### config.mk
export PLATFORM = sky130hd
export DESIGN_NAME = nivel_sensor_cond
export DESIGN_NICKNAME = d
export VERILOG_FILES = /design/src/rtl/nivel_sensor_cond.sv
export SDC_FILE = /design/constraint.sdc
export NUM_CORES = 1
export LEC_CHECK = 0
export BUFFER_PORTS_ARGS = -buffer_cell sky130_fd_sc_hd__buf_2
export CAP_MARGIN = 5
export CORE_MARGIN = 1.5
export CORE_UTILIZATION = 45
export DETAILED_ROUTE_END_ITERATION = 10
export PLACE_DENSITY_LB_ADDON = 0.12
export SETUP_SLACK_MARGIN = 0.4
export SYNTH_ARGS = -nofsm -noshare
export SYNTH_HDL_FRONTEND = slang
export SYNTH_SLANG_ARGS = --single-unit
### constraint.sdc
create_clock -name clk -period 1.65 [get_ports clk]
set_input_delay 0.165 -clock clk [delete_from_list [all_inputs] [get_ports clk]]
set_output_delay 0.165 -clock clk [all_outputs]
set_load 0.01 [all_outputs]
### src/rtl/nivel_sensor_cond.sv
// -----------------------------------------------------------------------------
// nivel_sensor_cond
//   Input conditioner for the irrigation tank level probes. Each raw probe
//   (high A, mid M, low B) is brought into the clk domain through a 2-flop
//   synchroniser and then debounced. The debounced combination is decoded
//   into a tank level, and a small FSM tracks that level. An invalid
//   combination that persists raises a sticky fault, which is cleared by an
//   acknowledge that coincides with a valid combination.
//
// Parameters
//   DEB_CYCLES   : consecutive agreeing synchronised samples needed to flip a
//                  debounced probe value (>= 1)
//   ALARM_CYCLES : consecutive invalid debounced cycles before FALHA (>= 1)
//
// Ports
//   clk       in  system clock
//   rst_n     in  asynchronous active-low reset
//   sA/sM/sB  in  raw high/mid/low probes, 1 = water present, asynchronous
//   ack       in  alarm acknowledge, synchronous, level-sampled
//   A/M/B     out conditioned level code (held last valid level during FALHA)
//   alarm     out probe-fault alarm, high while in FALHA
//   valor_0   out tank empty indication (effective level is VAZIO)
//   level_chg out one-cycle pulse on each accepted level change
// -----------------------------------------------------------------------------
module nivel_sensor_cond #(
  parameter int unsigned DEB_CYCLES   = 16,
  parameter int unsigned ALARM_CYCLES = 8
) (
  input  logic clk,
  input  logic rst_n,
  input  logic sA,
  input  logic sM,
  input  logic sB,
  input  logic ack,
  output logic A,
  output logic M,
  output logic B,
  output logic alarm,
  output logic valor_0,
  output logic level_chg
);

  localparam int unsigned DW = $clog2(DEB_CYCLES + 1);
  localparam int unsigned IW = $clog2(ALARM_CYCLES + 1);
  localparam logic [DW-1:0] DEB_LAST = DW'(DEB_CYCLES - 1);
  localparam logic [IW-1:0] INV_LAST = IW'(ALARM_CYCLES - 1);

  typedef enum logic [2:0] {
    VAZIO = 3'd0,
    BAIXO = 3'd1,
    MEDIO = 3'd2,
    ALTO  = 3'd3,
    FALHA = 3'd4
  } state_t;

  // ---------------------------------------------------------------------------
  // Synchroniser: bit 2 = A, bit 1 = M, bit 0 = B
  // ---------------------------------------------------------------------------
  logic [2:0] w_raw;
  logic [2:0] r_sync1;
  logic [2:0] r_sync2;

  assign w_raw = {sA, sM, sB};

  always_ff @(posedge clk or negedge rst_n) begin
    if (!rst_n) begin
      r_sync1 <= '0;
      r_sync2 <= '0;
    end else begin
      r_sync1 <= w_raw;
      r_sync2 <= r_sync1;
    end
  end

  // ---------------------------------------------------------------------------
  // Debounce, one independent counter per probe
  // ---------------------------------------------------------------------------
  logic [2:0] r_deb;

  for (genvar g = 0; g < 3; g++) begin : g_deb
    logic [DW-1:0] r_cnt;

    always_ff @(posedge clk or negedge rst_n) begin
      if (!rst_n) begin
        r_cnt    <= '0;
        r_deb[g] <= 1'b0;
      end else if (r_sync2[g] == r_deb[g]) begin
        r_cnt <= '0;
      end else if (r_cnt == DEB_LAST) begin
        // The DEB_CYCLES-th disagreeing sample flips the debounced value.
        r_cnt    <= '0;
        r_deb[g] <= r_sync2[g];
      end else begin
        r_cnt <= r_cnt + DW'(1);
      end
    end
  end

  // ---------------------------------------------------------------------------
  // Combination decode
  // ---------------------------------------------------------------------------
  logic   w_code_valid;
  state_t w_code_lvl;

  always_comb begin
    w_code_valid = 1'b1;
    w_code_lvl   = VAZIO;
    case (r_deb)
      3'b000:  w_code_lvl = VAZIO;
      3'b001:  w_code_lvl = BAIXO;
      3'b011:  w_code_lvl = MEDIO;
      3'b111:  w_code_lvl = ALTO;
      default: w_code_valid = 1'b0;
    endcase
  end

  // ---------------------------------------------------------------------------
  // Level FSM
  //   r_level always holds the last valid level, so during FALHA it is the
  //   level shown on A/M/B and the reference for deciding whether the exit
  //   counts as a level change.
  // ---------------------------------------------------------------------------
  state_t        r_state;
  state_t        w_state_nx;
  state_t        r_level;
  state_t        w_level_nx;
  logic [IW-1:0] r_inv_cnt;
  logic [IW-1:0] w_inv_cnt_nx;
  logic          r_chg;
  logic          w_chg_nx;

  always_ff @(posedge clk or negedge rst_n) begin
    if (!rst_n) begin
      r_state   <= VAZIO;
      r_level   <= VAZIO;
      r_inv_cnt <= '0;
      r_chg     <= 1'b0;
    end else begin
      r_state   <= w_state_nx;
      r_level   <= w_level_nx;
      r_inv_cnt <= w_inv_cnt_nx;
      r_chg     <= w_chg_nx;
    end
  end

  always_comb begin
    w_state_nx   = r_state;
    w_level_nx   = r_level;
    w_inv_cnt_nx = r_inv_cnt;
    w_chg_nx     = 1'b0;
    if (r_state == FALHA) begin
      w_inv_cnt_nx = '0;
      if (w_code_valid && ack) begin
        w_state_nx = w_code_lvl;
        w_level_nx = w_code_lvl;
        w_chg_nx   = (w_code_lvl != r_level);
      end
    end else if (w_code_valid) begin
      w_inv_cnt_nx = '0;
      if (w_code_lvl != r_state) begin
        w_state_nx = w_code_lvl;
        w_level_nx = w_code_lvl;
        w_chg_nx   = 1'b1;
      end
    end else if (r_inv_cnt == INV_LAST) begin
      w_state_nx   = FALHA;
      w_inv_cnt_nx = '0;
    end else begin
      w_inv_cnt_nx = r_inv_cnt + IW'(1);
    end
  end

  always_comb begin
    A         = (r_level == ALTO);
    M         = (r_level == ALTO) || (r_level == MEDIO);
    B         = (r_level != VAZIO);
    valor_0   = (r_level == VAZIO);
    alarm     = (r_state == FALHA);
    level_chg = r_chg;
  end

endmodule

# Word-level counts from Yosys, hierarchy flattened
# Index checks and enable logic that the tools add are counted.
dict set report totals {
  inputBits 6
  ff_bits 35
}
dict set report classes {
  bitwise 3
  reduce_logical 14
  eq_ne 17
  addsub 4
  n_mux 22
}
# op n
set ops {}
lappend ops {{two-way mux 5 bit} 6}
lappend ops {{two-way mux 3 bit} 7}
lappend ops {{adder 5 x 1 -> 5 bit (second input constant)} 3}
lappend ops {{== test 5 x 4 -> 1 bit (second input constant)} 3}
lappend ops {{two-way mux 4 bit} 3}
lappend ops {{== test 3 x 2 -> 1 bit (second input constant)} 3}
lappend ops {{== test 3 bit (second input constant)} 2}
lappend ops {{zero test 3 bit} 2}
lappend ops {{inequality test 3 bit} 2}
lappend ops {{case mux 2 bit (3 select lines)} 1}
lappend ops {{AND reduction 2 bit} 3}
lappend ops {{AND reduction 3 bit} 2}
lappend ops {{nonzero test 3 bit} 2}
lappend ops {{two-way mux 1 bit} 5}
lappend ops {{adder 4 x 1 -> 4 bit (second input constant)} 1}
lappend ops {{== test 4 x 3 -> 1 bit (second input constant)} 1}
lappend ops {{nonzero test 2 bit} 2}
lappend ops {{OR reduction 4 bit} 1}
lappend ops {{== test 1 bit} 3}
lappend ops {{== test 3 x 1 -> 1 bit (second input constant)} 1}
lappend ops {{inequality test 3 x 2 -> 1 bit (second input constant)} 1}
lappend ops {{NOT 1 bit} 3}
lappend ops {{inequality test 2 x 1 -> 1 bit (second input constant)} 1}
lappend ops {{logical AND 1 bit} 1}
lappend ops {{logical OR 1 bit} 1}

# Logic depth before layout (Yosys ltp)
# Gate-level depths: netlist of run 1.
dict set report depth {
  word_depth 6
  depth_mapped 5
  ltp_nobuf 5
}

# Worst setup path after synthesis of run 1
# OpenSTA, ideal clock, no wires.
dict set report synth_path {
  path_kind {register -> register}
  from {reg r_deb[2]}
  to {reg r_level[0]}
  stages_incl_launch_ff 6
  arrival_ps 1170
  t_required_ps 1528
  path_slack_ps 359
  n_path_buf 1
  period_less_slack_ps 1291
  setup_ps 122
  cell_sequence {dfrtp_1 buf_6 and2_1 o21ai_2 nand4_2 a32o_1}
}
dict set report synth_via {
  elab_chain_cells 6
  elab_cells_between_ends 17
  classes_between {5 x eq/ne; 6 x mux; 6 x reduce/logical}
}
# element line
set synth_lines {}
lappend synth_lines {{start, declared} 78} ;# logic [2:0] r_deb;
lappend synth_lines {{start signal, assigned by index} 92} ;# r_deb[g] <= r_sync2[g];
lappend synth_lines {{== test 3 bit, or another cell as far along} 108} ;# case (r_deb)
lappend synth_lines {{OR reduction 4 bit (no line)} n/a}
lappend synth_lines {{two-way mux 1 bit} 108}
lappend synth_lines {{logical AND 1 bit} 153} ;# if (w_code_valid && ack) begin
lappend synth_lines {{inequality test 2 x 1 -> 1 bit (no line)} n/a}
lappend synth_lines {{AND reduction 3 bit (no line)} n/a}
lappend synth_lines {{end signal, assigned} 140} ;# r_level <= w_level_nx;
lappend synth_lines {{end, declared} 125} ;# state_t r_level;
# Parallel ways exist; a longest one is shown, timed or not. The select of a mux whose other input is x is not followed.
# A chain may end at the register's enable or synchronous reset.

# Final worst setup path of run 1
dict set report layout_path {
  from {reg r_state[0]}
  to {reg r_level[1]}
}
dict set report layout_via {
  elab_chain_cells 3
  elab_cells_between_ends 7
  classes_between {3 x eq/ne; 1 x mux; 3 x reduce/logical}
}
# element line
set layout_lines {}
lappend layout_lines {{start, declared} 123} ;# state_t r_state;
lappend layout_lines {{start signal, assigned} 139} ;# r_state <= w_state_nx;
lappend layout_lines {{== test 3 bit / inequality test 3 bit (equally long branches)} {151, 160}}
lappend layout_lines {{inequality test 2 x 1 -> 1 bit (no line) / nonzero test 2 bit (equally long branches)} n/a}
lappend layout_lines {{AND reduction 3 bit (no line)} n/a}
# Parallel ways exist; a longest one is shown, timed or not.

==> results_dict.tcl, run 1 <==
set metrics [dict create \
    outcome "completed" \
    htree_levels 2 \
    antennaDiodeCount 0 \
    vias 1114 \
    grt_pass1_vias 1136 \
    ff2ff_path_depth 5 \
    finalInstanceArea_sq_mm 0.002054 \
    cpPeakStageDelay_ns 0.46 \
    postRouteWirelength_um 2998 \
    internal-power_mw 1.098 \
    p_comb_frac 0.066 \
    layout.cells.non_filler 216 \
    clkLatencyLatePin_ns 0.33 \
    fmax_ghz 0.7101 \
    cp_slowest_cell "dfrtp_2" \
    synthCells 133 \
    cts_sinks 34 \
    grt_use_met2 0.2964 \
    dp_cells 186 \
    hold_ws_ns 0.1238 \
    hold_viol_final 0 \
    yosys_warnings 0 \
    syn_area_sq_mm 0.001524 \
    start_util 0.4872 \
    rsz0062_at_grt "true" \
    synth_area_leaders "dfrtp_1 56%, xor2_1 5.7%, nor2_1 3.4%, ha_1 3.3%, nand3_1 3.0%" \
    viasPerCell 5.157 \
    pre_cts_ws_ns 0.2077 \
    grtUsageMet3 0.06933 \
    required_ns 1.88 \
    met1_usage 0.2248 \
    io_pins 12 \
    syn_avg_cell_area_sq_um 11.46 \
    cts_made_buffers 5 \
    clockRootBuffer "clkbuf_4" \
    yosysMostFrequentCell "dfrtp_1" \
    yosys_most_used_dff "dfrtp_1" \
    final_nets 183 \
    dp_hpwl_um 1791 \
    finClkSkew_ns 0.007156 \
    drc 0 \
    drt-pass1-iter-count 4 \
    r2r_start "r_state[0]" \
    p_per_area_mw_per_mm2 690.5 \
    ys_ff_latch 34 \
    totalNegativeSetupSlack_ns 0 \
    pwr-share-seq 0.620 \
    synthArstFlopShare 1.000 \
    overflow 0 \
    cp_max_fo 4 \
    swShare 0.2260 \
    timing.final.ws_setup_ns 0.2418 \
    die_height_um 61.20 \
    synth_nets 143 \
    cts_tree "yes" \
    worst-setup-path-type "reg -> reg" \
    crit_path_end_kind "flop" \
    synth_edf_count 0 \
    wire_per_inst_um 13.88 \
    period_share 0.8535 \
    ir_drop_v 0.0004906 \
    leakage_nw 0.9815 \
    maxSlewViolCount 0 \
    antenna_found_initial 0 \
    multiInputGateArea_sq_um 772.0 \
    drv_cap 0 \
    finalPower_mw 1.419 \
    busiest_layer "met2" \
    grtUsageTotal 0.1876 \
    cts_max_path_buffers 2 \
    coreArea_sq_mm 0.003128 \
    clkPwrFrac 0.314 \
    seq_area_frac_synth 0.5583 \
    regArea_sq_um 855.8 \
    yosysTopAreaCell "dfrtp_1" \
    holdPathStages 3 \
    finalSetupViolCount 0 \
    worst_pin_slew_ns 0.7239 \
    dieArea_sq_mm 0.003745 \
    drive_gt1_frac 0.4302 \
    finish.utilization 0.6568 \
    slew_headroom 0.5174 \
    synth_cell_types 37 \
    gp_congestion 0.8565 \
    yosys-top-cells-count "34 x dfrtp_1, 14 x nor2_1, 10 x xor2_1" \
    arrival_ns 1.64 \
    drtIter0Drc 42 \
    hp-class "in -> reg" \
    reg2reg_slack_ns 0.24 \
    dpl_cell_area_sq_mm 0.001643 \
    fp-row-count 20 \
    fp.dieW_um 61.20 \
    yosys.area.top_type_share 0.5583 \
    grt_pass1_wl_um 4981 \
    crit_end "r_level[1]" \
    start_kind "flop" \
    io_buffers 11 \
    grt_max_degree 35 \
    r2r_end "r_level[1]" \
    min_period_ns 1.408 \
    power_switching_mw 0.3207 \
    crit_path_start "r_state[0]" \
    fill_cells 252 \
    area_growth_pct 34.81 \
    antenna_left 0 \
    cts.clk_slew.worst_paths_ns 0.10 \
    path_cells "buf_12 -> nor3b_4 -> o21ai_4 -> o211a_1 -> a32o_1" \
]
worst min-delay path by stage:
stage | startpoint | endpoint
3_5_place_dp | rst_n | r_level[0]
4_1_cts | ack | level_chg
6_report | ack | level_chg
3_3_place_gp | rst_n | r_state[0]
2_1_floorplan | rst_n | g_deb[0].r_cnt[0]
5_1_grt | ack | level_chg
layout by cell type (no fill, tap or decap), drive strengths merged, types with 4 or more instances in the layout:
master and instances:
xor2 10, buf 32, nor3 4, o21ai 6
dfrtp 34, dlygate4sd3 4, ha 4, nand2 5
nor2 14, clkbuf 6, and2 7, nand3 9
inv 5
layout make-up:
cell class	instances	share of cell area
Tap cell	44	0.02680
Clock buffer	6	0.02497
Timing Repair Buffer	36	0.1468
Sequential cell	34	0.4166
Multi-Input combinational cell	91	0.3758
Inverter	5	0.009135
state kept, by name, indices dropped and copies added, names as in the netlist:
signal	flops
r_level	2
r_state	3
g_deb.r_cnt	15
r_inv_cnt	4
r_deb	3
r_sync1	3
level_chg	1
r_sync2	3
worst max-delay path: cells and delay by family (launching register included):
kind | cells | cell delay (ns)
buf+inv | 1 | 0.14
simple gates | 1 | 0.22
compound gates | 3 | 0.47
flops | 1 | 0.46
what timing repair did:
action | 4_1_cts | 5_1_grt
setup buffers | 11 | 9
hold endpoints to repair | 37 | 0
pin swaps | 2 | 9
hold buffers | 4 | 0
resized for setup | 12 | 28
endpoints found under the setup margin | 17 | 22
cells by family after synthesis:
| logic type | Yosys count | share of synthesized area |
|---|---|---|
| compound gates | 21 | 0.1084 |
| xor+xnor | 12 | 0.06896 |
| fa+ha+maj | 4 | 0.03284 |
| buf+inv | 8 | 0.02545 |
| flops | 34 | 0.5583 |
| mux | 2 | 0.01478 |
| simple gates | 52 | 0.1913 |
power by group through the flow:
| stage | Sequential [mW] | Combinational [mW] | Clock, mW |
|---|---|---|---|
| floorplan | 0.889 | 0.0358 | 0 |
| global placement | 0.891 | 0.0640 | 0 |
| detailed placement | 0.892 | 0.0663 | 0 |
| CTS | 0.876 | 0.0788 | 0.463 |
| global route | 0.883 | 0.110 | 0.506 |
| finish | 0.880 | 0.0930 | 0.446 |
per-layer routing:
metal	wire, um	vias up
li1	-	535
met1	1229	546
met2	1513	21
met3	142	12
met4	113	0
met5	0	-
(Power assumes the default switching activity.)
==> run 2: changes to the inputs <==
clock period = 1.6 ns   (was 1.65 ns; I/O delays follow)
==> run 2 against run 1 <==
  * First-iteration DRC count shrank 17%
  * Global-route usage grew 0.57 points
  * Clock skew grew 0.00068 ns
  * Critical endpoint unchanged
==> results_dict.tcl, run 2 (synthesis gave the netlist of run 1 again) <==
set metrics [dict create \
    dr_wl_met2_um 1553 \
    antenna_found_initial 0 \
    die_height_um 61.20 \
    rsz0062_at_grt "true" \
    layout_commonest_cell "dfrtp_1" \
    worst-setup-path-type "reg -> reg" \
    p_comb_frac 0.069 \
    clockRootBuffer "clkbuf_4" \
    grtUsageTotal 0.1933 \
    coreArea_sq_mm 0.003128 \
    routedLengthMet1_um 1276 \
    io_buffers 11 \
    postRouteWirelength_um 3034 \
    p_per_area_mw_per_mm2 716.2 \
    power_switching_mw 0.3332 \
    outcome "completed" \
    grt_max_degree 35 \
    hold_viol_final 0 \
    fp-row-count 20 \
    cts_made_buffers 5 \
    route.top_layer_used "met4" \
    cts_tree "yes" \
    pwr-share-seq 0.617 \
    cp_max_fo 4 \
    layout.cells.non_filler 215 \
    fmax_ghz 0.7083 \
    dp_hpwl_um 1791 \
    cts_sinks 34 \
    final_cell_mix "29 x dfrtp_1, 17 x buf_4, 11 x nor2_1, 8 x xor2_1" \
    viasPerCell 5.247 \
    swShare 0.2269 \
    wire_per_inst_um 14.11 \
    cts_max_path_buffers 2 \
    dp_cells 186 \
    antenna_left 0 \
    area_growth_pct 34.57 \
    vias 1128 \
    wl_met3_um 168 \
    maxSlewViolCount 0 \
    finish.utilization 0.6556 \
    gp_congestion 0.8565 \
    hp-class "in -> reg" \
    final_nets 182 \
    leakage_nw 0.9791 \
    arrival_ns 1.64 \
    slew_headroom 0.5114 \
    antennaDiodeCount 0 \
    drc 0 \
    grt_pass1_vias 1158 \
    clkPwrFrac 0.313 \
    drv_cap 0 \
    min_period_ns 1.412 \
    worst_pin_slew_ns 0.7330 \
    finalPower_mw 1.469 \
    start_util 0.4872 \
    finClkSkew_ns 0.007841 \
    fill_cells 250 \
    biggestRegsByFlops "g_deb.r_cnt: 15 flops, r_inv_cnt: 4 flops" \
    internal-power_mw 1.136 \
    drt-pass1-iter-count 4 \
    required_ns 1.83 \
    start_kind "flop" \
    crit_path_end_kind "flop" \
    cts.clk_slew.worst_paths_ns 0.10 \
    htree_levels 2 \
    period_share 0.8824 \
    grt_pass1_wl_um 5126 \
    fp.dieW_um 61.20 \
    largest_reg_flops 15 \
    drtIter0Drc 35 \
    dieArea_sq_mm 0.003745 \
    io_pins 12 \
    ir_drop_v 0.0005899 \
    totalNegativeSetupSlack_ns 0 \
    clkLatencyLatePin_ns 0.33 \
    drive_gt1_frac 0.4152 \
    finalSetupViolCount 0 \
    overflow 0 \
    largest-register "g_deb.r_cnt" \
]
## run 2: cell types whose count changed in the layout (fill, tap and decap cells not counted), sizes merged
cell | previous run | this run
buf | 32 | 31
## run 2: power by group through the flow
stage	Clock, mW	Sequential (mW)	Combinational [mW]
2_1_floorplan	0	0.917	0.0369
3_3_place_gp	0	0.919	0.0660
3_5_place_dp	0	0.920	0.0683
4_1_cts	0.477	0.904	0.0927
5_1_grt	0.518	0.910	0.118
6_report	0.460	0.907	0.101
## run 2: path summary, 6_finish.rpt
check	to	slack [ns]	cells past startpoint	startpoint
worst max-delay path	r_level[1]	0.19	5	r_state[0]
worst min-delay path	level_chg	0.12	3	ack
worst max register to register	r_level[1]	0.19	5	r_state[0]
worst min register to register	r_sync2[2]	0.35	0	r_sync1[2]
max in group asynchronous	r_deb[1]	0.67	2	rst_n
min in group asynchronous	r_level[0]	0.41	2	rst_n
## run 2: metrics by stage
step                instance area [sq um]  hold slack [ns]  setup WS, ns
floorplan                            1545          -0.1356        0.3367
detailed placement                   1643           0.2693        0.1577
global route                         2051           0.1067        0.1473
global placement                     1643           0.2574        0.2007
CTS                                  1923           0.1094        0.2092
finish                               2051           0.1176        0.1882
## run 2: final cells by class
type,instances,area (sq um),area share
Timing Repair Buffer,35,290.3,0.1415
Clock buffer,6,51.30,0.02502
Inverter,5,18.77,0.009152
Sequential cell,34,857.1,0.4179
Tap cell,44,55.05,0.02685
Multi-Input combinational cell,91,778.2,0.3795
## run 2: routing by layer
layer  track usage  vias to the layer above
li1              -                      536
met1        0.2286                      558
met2        0.3222                       30
met3       0.06723                        4
met4       0.07764                        0
met5             0                        -
## run 2: worst max-delay path, cell delays in order (launching register included)
cell     delay [ns]
dfrtp_2        0.46
buf_12         0.14
nor3b_4        0.22
o21ai_4        0.09
o211a_1        0.17
a32o_1         0.22
## run 2: what timing repair did
item,4_1_cts,5_1_grt
resized for setup,21,19
hold endpoints to repair,37,0
buffers inserted,15,4
hold buffers,4,0
pin swaps,6,6
endpoints found under the setup margin,22,27
